`src/rtl/fetch_pc_predict_pkg.sv`:
```
// ---------------------------------------------------------------------------
// fetch_pc_predict_pkg : widths, opcodes and counter helpers for fetch/predict
// Revision: 1.0
// ---------------------------------------------------------------------------
`default_nettype none

package fetch_pc_predict_pkg;

  localparam int          PC_WIDTH     = 32;
  localparam int          INSTR_WIDTH  = 32;
  localparam int          HIST_WIDTH   = 8;
  localparam logic [6:0]  OPC_BRANCH   = 7'b1100011;
  localparam logic [6:0]  OPC_JAL      = 7'b1101111;
  localparam logic [31:0] RESET_PC_DEF = 32'h0000_0000;
  localparam logic [1:0]  CTR_INIT     = 2'b01;

  typedef enum logic [1:0] {
    PD_SEQ    = 2'd0,
    PD_BRANCH = 2'd1,
    PD_JAL    = 2'd2
  } pd_kind_e;

  function automatic logic [1:0] ctr_next(input logic [1:0] ctr, input logic taken);
    if (taken) return (ctr == 2'b11) ? ctr : ctr + 2'd1;
    else       return (ctr == 2'b00) ? ctr : ctr - 2'd1;
  endfunction

endpackage

`default_nettype wire

```
`src/rtl/fetch_pc_predict_bpred_table.sv`:
```
// ---------------------------------------------------------------------------
// bpred_table : 2-bit saturating counter array, combinational read, one write
// Revision: 1.0
// ---------------------------------------------------------------------------
`default_nettype none

module bpred_table
  import fetch_pc_predict_pkg::*;
#(
  parameter int HIST_W = HIST_WIDTH
) (
  input  logic              clk_i,
  input  logic              rst_n,
  input  logic [HIST_W-1:0] rd_idx_i,
  output logic [1:0]        rd_ctr_o,
  input  logic              wr_en_i,
  input  logic [HIST_W-1:0] wr_idx_i,
  input  logic              wr_taken_i
);

  localparam int DEPTH = 1 << HIST_W;

  logic [1:0] ctr_q [DEPTH];

  // Read is combinational from the current array, so a same-cycle write is not seen.
  assign rd_ctr_o = ctr_q[rd_idx_i];

  always_ff @(posedge clk_i or negedge rst_n) begin
    if (!rst_n) begin
      for (int i = 0; i < DEPTH; i++) ctr_q[i] <= CTR_INIT;
    end else if (wr_en_i) begin
      ctr_q[wr_idx_i] <= ctr_next(ctr_q[wr_idx_i], wr_taken_i);
    end
  end

endmodule

`default_nettype wire

```
`src/rtl/fetch_pc_predict.sv`:
```
// ---------------------------------------------------------------------------
// fetch_pc_predict : fetch PC/GHR, pre-decode and gshare/bimodal prediction
// Optional macro GSHARE_EN: XOR the GHR into the table index. Revision: 1.0
// ---------------------------------------------------------------------------
`default_nettype none

module fetch_pc_predict
  import fetch_pc_predict_pkg::*;
#(
  parameter int              PC_W     = PC_WIDTH,
  parameter int              HIST_W   = HIST_WIDTH,
  parameter logic [PC_W-1:0] RESET_PC = RESET_PC_DEF
) (
  input  logic              clk_i,
  input  logic              rst_n,
  input  logic [PC_W-1:0]   instr_i,
  input  logic              F_stall_i,
  input  logic              E_redirect_i,
  input  logic [PC_W-1:0]   E_redirect_PC_i,
  input  logic              E_train_vaild_i,
  input  logic              E_train_taken_i,
  input  logic [PC_W-1:0]   E_train_PC_i,
  input  logic [HIST_W-1:0] E_train_history_i,
  output logic [PC_W-1:0]   F_PC_o,
  output logic [PC_W-1:0]   F_nPC_o,
  output logic              F_train_predict_o,
  output logic              F_train_vaild_o,
  output logic [HIST_W-1:0] F_train_history_o,
  output logic              F_commit_o
);

  logic [PC_W-1:0]   pc_q, pc_d;
  logic [HIST_W-1:0] ghr_q, ghr_d;
  logic              commit_q;

  pd_kind_e          kind;
  logic [PC_W-1:0]   b_imm, j_imm, pc_plus4;
  logic [HIST_W-1:0] rd_idx, wr_idx;
  logic [1:0]        rd_ctr;
  logic              predict;
  logic              unused_train_pc;

  always_comb begin
    kind = PD_SEQ;
    if (instr_i[6:0] == OPC_BRANCH)   kind = PD_BRANCH;
    else if (instr_i[6:0] == OPC_JAL) kind = PD_JAL;
  end

  assign b_imm    = {{(PC_W-12){instr_i[31]}}, instr_i[7], instr_i[30:25], instr_i[11:8], 1'b0};
  assign j_imm    = {{(PC_W-20){instr_i[31]}}, instr_i[19:12], instr_i[20], instr_i[30:21], 1'b0};
  assign pc_plus4 = pc_q + PC_W'(4);

`ifdef GSHARE_EN
  assign rd_idx = pc_q[HIST_W+1:2] ^ ghr_q;
  assign wr_idx = E_train_PC_i[HIST_W+1:2] ^ E_train_history_i;
`else
  assign rd_idx = pc_q[HIST_W+1:2];
  assign wr_idx = E_train_PC_i[HIST_W+1:2];
`endif

  assign unused_train_pc = ^{E_train_PC_i[PC_W-1:HIST_W+2], E_train_PC_i[1:0]};

  bpred_table #(.HIST_W(HIST_W)) u_table (
    .clk_i      (clk_i),
    .rst_n      (rst_n),
    .rd_idx_i   (rd_idx),
    .rd_ctr_o   (rd_ctr),
    .wr_en_i    (E_train_vaild_i),
    .wr_idx_i   (wr_idx),
    .wr_taken_i (E_train_taken_i)
  );

  assign predict = rd_ctr[1];

  always_comb begin
    F_nPC_o           = pc_plus4;
    F_train_predict_o = 1'b0;
    case (kind)
      PD_BRANCH: begin
        F_train_predict_o = predict;
        if (predict) F_nPC_o = pc_q + b_imm;
      end
      PD_JAL: begin
        F_train_predict_o = 1'b1;
        F_nPC_o           = pc_q + j_imm;
      end
      default: ;
    endcase
  end

  // Redirect wins over stall; the GHR is rebuilt from the resolved branch snapshot.
  always_comb begin
    pc_d  = pc_q;
    ghr_d = ghr_q;
    if (E_redirect_i) begin
      pc_d  = E_redirect_PC_i;
      ghr_d = E_train_vaild_i ? {E_train_history_i[HIST_W-2:0], E_train_taken_i}
                              : E_train_history_i;
    end else if (!F_stall_i) begin
      pc_d = F_nPC_o;
      if (kind == PD_BRANCH) ghr_d = {ghr_q[HIST_W-2:0], predict};
    end
  end

  always_ff @(posedge clk_i or negedge rst_n) begin
    if (!rst_n) begin
      pc_q     <= RESET_PC;
      ghr_q    <= '0;
      commit_q <= 1'b0;
    end else begin
      pc_q     <= pc_d;
      ghr_q    <= ghr_d;
      commit_q <= 1'b1;
    end
  end

  assign F_PC_o            = pc_q;
  assign F_train_vaild_o   = (kind == PD_BRANCH);
  assign F_train_history_o = ghr_q;
  assign F_commit_o        = commit_q;

endmodule

`default_nettype wire

```
`config.mk`:
```
export PLATFORM = sky130hd
export DESIGN_NAME = fetch_pc_predict
export DESIGN_NICKNAME = d
export VERILOG_FILES = /design/src/rtl/fetch_pc_predict_pkg.sv /design/src/rtl/fetch_pc_predict_bpred_table.sv /design/src/rtl/fetch_pc_predict.sv
export SDC_FILE = /design/constraint.sdc
export NUM_CORES = 2
export LEC_CHECK = 0
export CORE_ASPECT_RATIO = 0.8
export CORE_MARGIN = 1
export CORE_UTILIZATION = 40
export DETAILED_ROUTE_END_ITERATION = 7
export SLEW_MARGIN = 10
export SYNTH_ARGS = -nofsm -noshare
export SYNTH_HDL_FRONTEND = slang
export SYNTH_HIERARCHICAL = 1
export SYNTH_SLANG_ARGS = --single-unit
```
`constraint.sdc`:
```
create_clock -name clk_i -period 9.2 [get_ports clk_i]
set_input_delay 1.84 -clock clk_i [delete_from_list [all_inputs] [get_ports clk_i]]
set_output_delay 1.84 -clock clk_i [all_outputs]
set_load 0.005 [all_outputs]
```
==> summary.txt <==
Clock network
  – CTS tree: yes
  – Reg clk slew, reported paths: roughly 0.06 ns
  – H-tree levels: 2
  – Clk Latency, worst-skew pair: between 0.6 and 0.7 ns
  – Total clock sinks: about 550
  – Post-CTS setup buffer count: 0
  – Total CTS buffers: 60
  – Post-cts repair resize count: 0
  – Root Buffer: clkbuf_16
  – Clock Path Buffers: 3
  – Hold_buf cts: 0

Worst hold path
  – WHS Path Cells: 2
  – Min-Delay Path Class: register to register
  – Worst hold path endpoint: u_table/ctr_q[406]
  – Hold path startpoint: u_table/ctr_q[406]

Floorplan
  – # rows: 93
  – # IOs: between 150 and 200
  – Vert. Die Dim: 257 um
  – Starting Density: 0.405
  – Core area: about 81000 um^2
  – Die ar.: around 83000 um^2
  – Die X: approximately 320 um

Power
  – Leak pwr: ~14 nW
  – Max VDD drop: roughly 0.15 mV
  – Pwr Density: about 180 nW/um^2

STA
  – Post-route setup TNS: 0 ns
  – Final setup fails: 0
  – Final Cycle Share: 0.887
  – Crit path time final: just over 8 ns
  – Final Hold Vio Count: 0
  – Final hold slack: 0.475 ns
  – Max Clock Freq: approximately 0.12 GHz
  – Pin slew with the least headroom to its limit: ~1.2 ns
  – Worst setup margin: between 1 and 1.5 ns
  – Relative slew slack: 0.182
  – RSZ-0062 raised after global routing: no
  – Slew Viols, Final: 0
  – Layout Skew: about 0.024 ns

Critical path
  – Arrival @ worst endpoint: around 6.3 ns
  – Setup crit start kind: register
  – Reg2Reg Depth: 12
  – RR Startpoint: F_PC_o[2]
  – CP required: 7.36 ns
  – Nature of the critical path endpoint: output port
  – Critical path class: register to output port
  – Critical R2R Capture: F_PC_o[10]
  – Worst-path maximum fanout: 39
  – Worst R2R Setup Slack: 3.60 ns

GRT
  – Initial antenna violation count: 1
  – GR Overflow Total: 0
  – Global router's overall resource usage: 0.242
  – Largest net degree at the start of global routing: 183
  – First-pass GRT wire length: roughly 160 mm
  – Number of global-route vias before repair: 25.9k

Detailed routing
  – Total Routed Length: 102 mm
  – DRT iter0 DRCs: between 3k and 4k
  – Drt first pass iters: 6
  – Vias: 27.0k
  – Routed wire per std cell: between 20 and 25 um
  – DRC: 0
  – Final ANT Viol Nets: 0
  – Via density: ~6.5

Place
  – Port-buffer cells: 160
  – Setup Slack @ Placement: between 1 and 1.5 ns
  – Dpl hpwl: around 63 mm
  – GPL Wtd Cong: 0.910

Final layout
  – Synthesis-to-finish area growth: 12.8%
  – Commonest non-fill, non-tap cell in the layout: a21oi_1
  – Most frequent cells in the layout: a21oi_1 (350), o21ai_0 (318), dfrtp_1 (294)
  – ANT cells: 0
  – Nets: 3198
  – Final core occ: 0.457
  – Share of cells above drive strength 1: 0.228

Job
  – Max Cap Viol: 0

Outcome
  – Outcome: completed

Synth
  – Mapped Cells: between 3k and 4k
  – Syn_area_per_cell: around 10 um^2
  – Post-Syn Area: between 30000 and 40000 um^2
  – Syn Nets: ~3.3k
  – Yosys warns: 6
[state kept, by name (all words and copies together), names as in the netlist]
name and count:
F_PC_o 32, u_table/ctr_q 512, F_train_history_o 8, F_commit_o 1
[metal layers]
| metal | vias up | global-route usage | wire (um) |
|---|---|---|---|
| met3 | 163 | 0.0402 | 8970 |
| met1 | 13603 | 0.368 | 46100 |
| met5 | - | 0 | 13 |
| met4 | 2 | 0.0614 | 2150 |
| met2 | 1242 | 0.357 | 44500 |
| li1 | 11983 | - | - |
[metrics by stage]
stage                     total power [mW]  instances  instance area [um^2]
after floorplan                       3.69       3123                 32600
after detailed placement              4.16       4072                 34700
final                                 6.60       4183                 36800
after global routing                  6.88       4183                 36800
after CTS                             6.64       4183                 36800
after global placement                4.12       4072                 34700
[worst max-delay path: stages (launching register included)]
cell             delay, ns
dfrtp_4               0.99
buf_12                0.39
mux4_2                0.59
mux4_2                0.49
mux4_2                0.52
mux4_2                0.61
nand2b_1              0.23
or3_1                 0.75
o22ai_1               0.19
a31oi_1               0.21
o21ai_0               0.18
clkdlybuf4s50_1       0.50
[report_power, final]
group	switching (mW)	internal, mW	leakage, nW
sequential	0.162	2.65	6.60
clock	1.04	1.41	0.990
combinational	0.765	0.566	5.96
[cell type report]
cell class	count	area, um^2
fill	7488	43800
multi-input combinational	2191	17000
sequential	553	14200
timing repair buffer	223	2160
clock buffer	87	1760
tap	1092	1370
clock inverter	24	241
inverter	13	48.8
[how the worst max path moves through the flow]
stage,startpoint,to,cells past startpoint
3_3_place_gp,instr_i[31],F_nPC_o[27],12
5_1_grt,F_PC_o[2],F_nPC_o[10],11
2_1_floorplan,F_PC_o[2],F_nPC_o[10],12
4_1_cts,F_PC_o[2],F_nPC_o[10],11
3_5_place_dp,instr_i[31],F_nPC_o[27],12
6_report,F_PC_o[2],F_nPC_o[10],11
No activity file was read; power rests on OpenSTA's default activity.
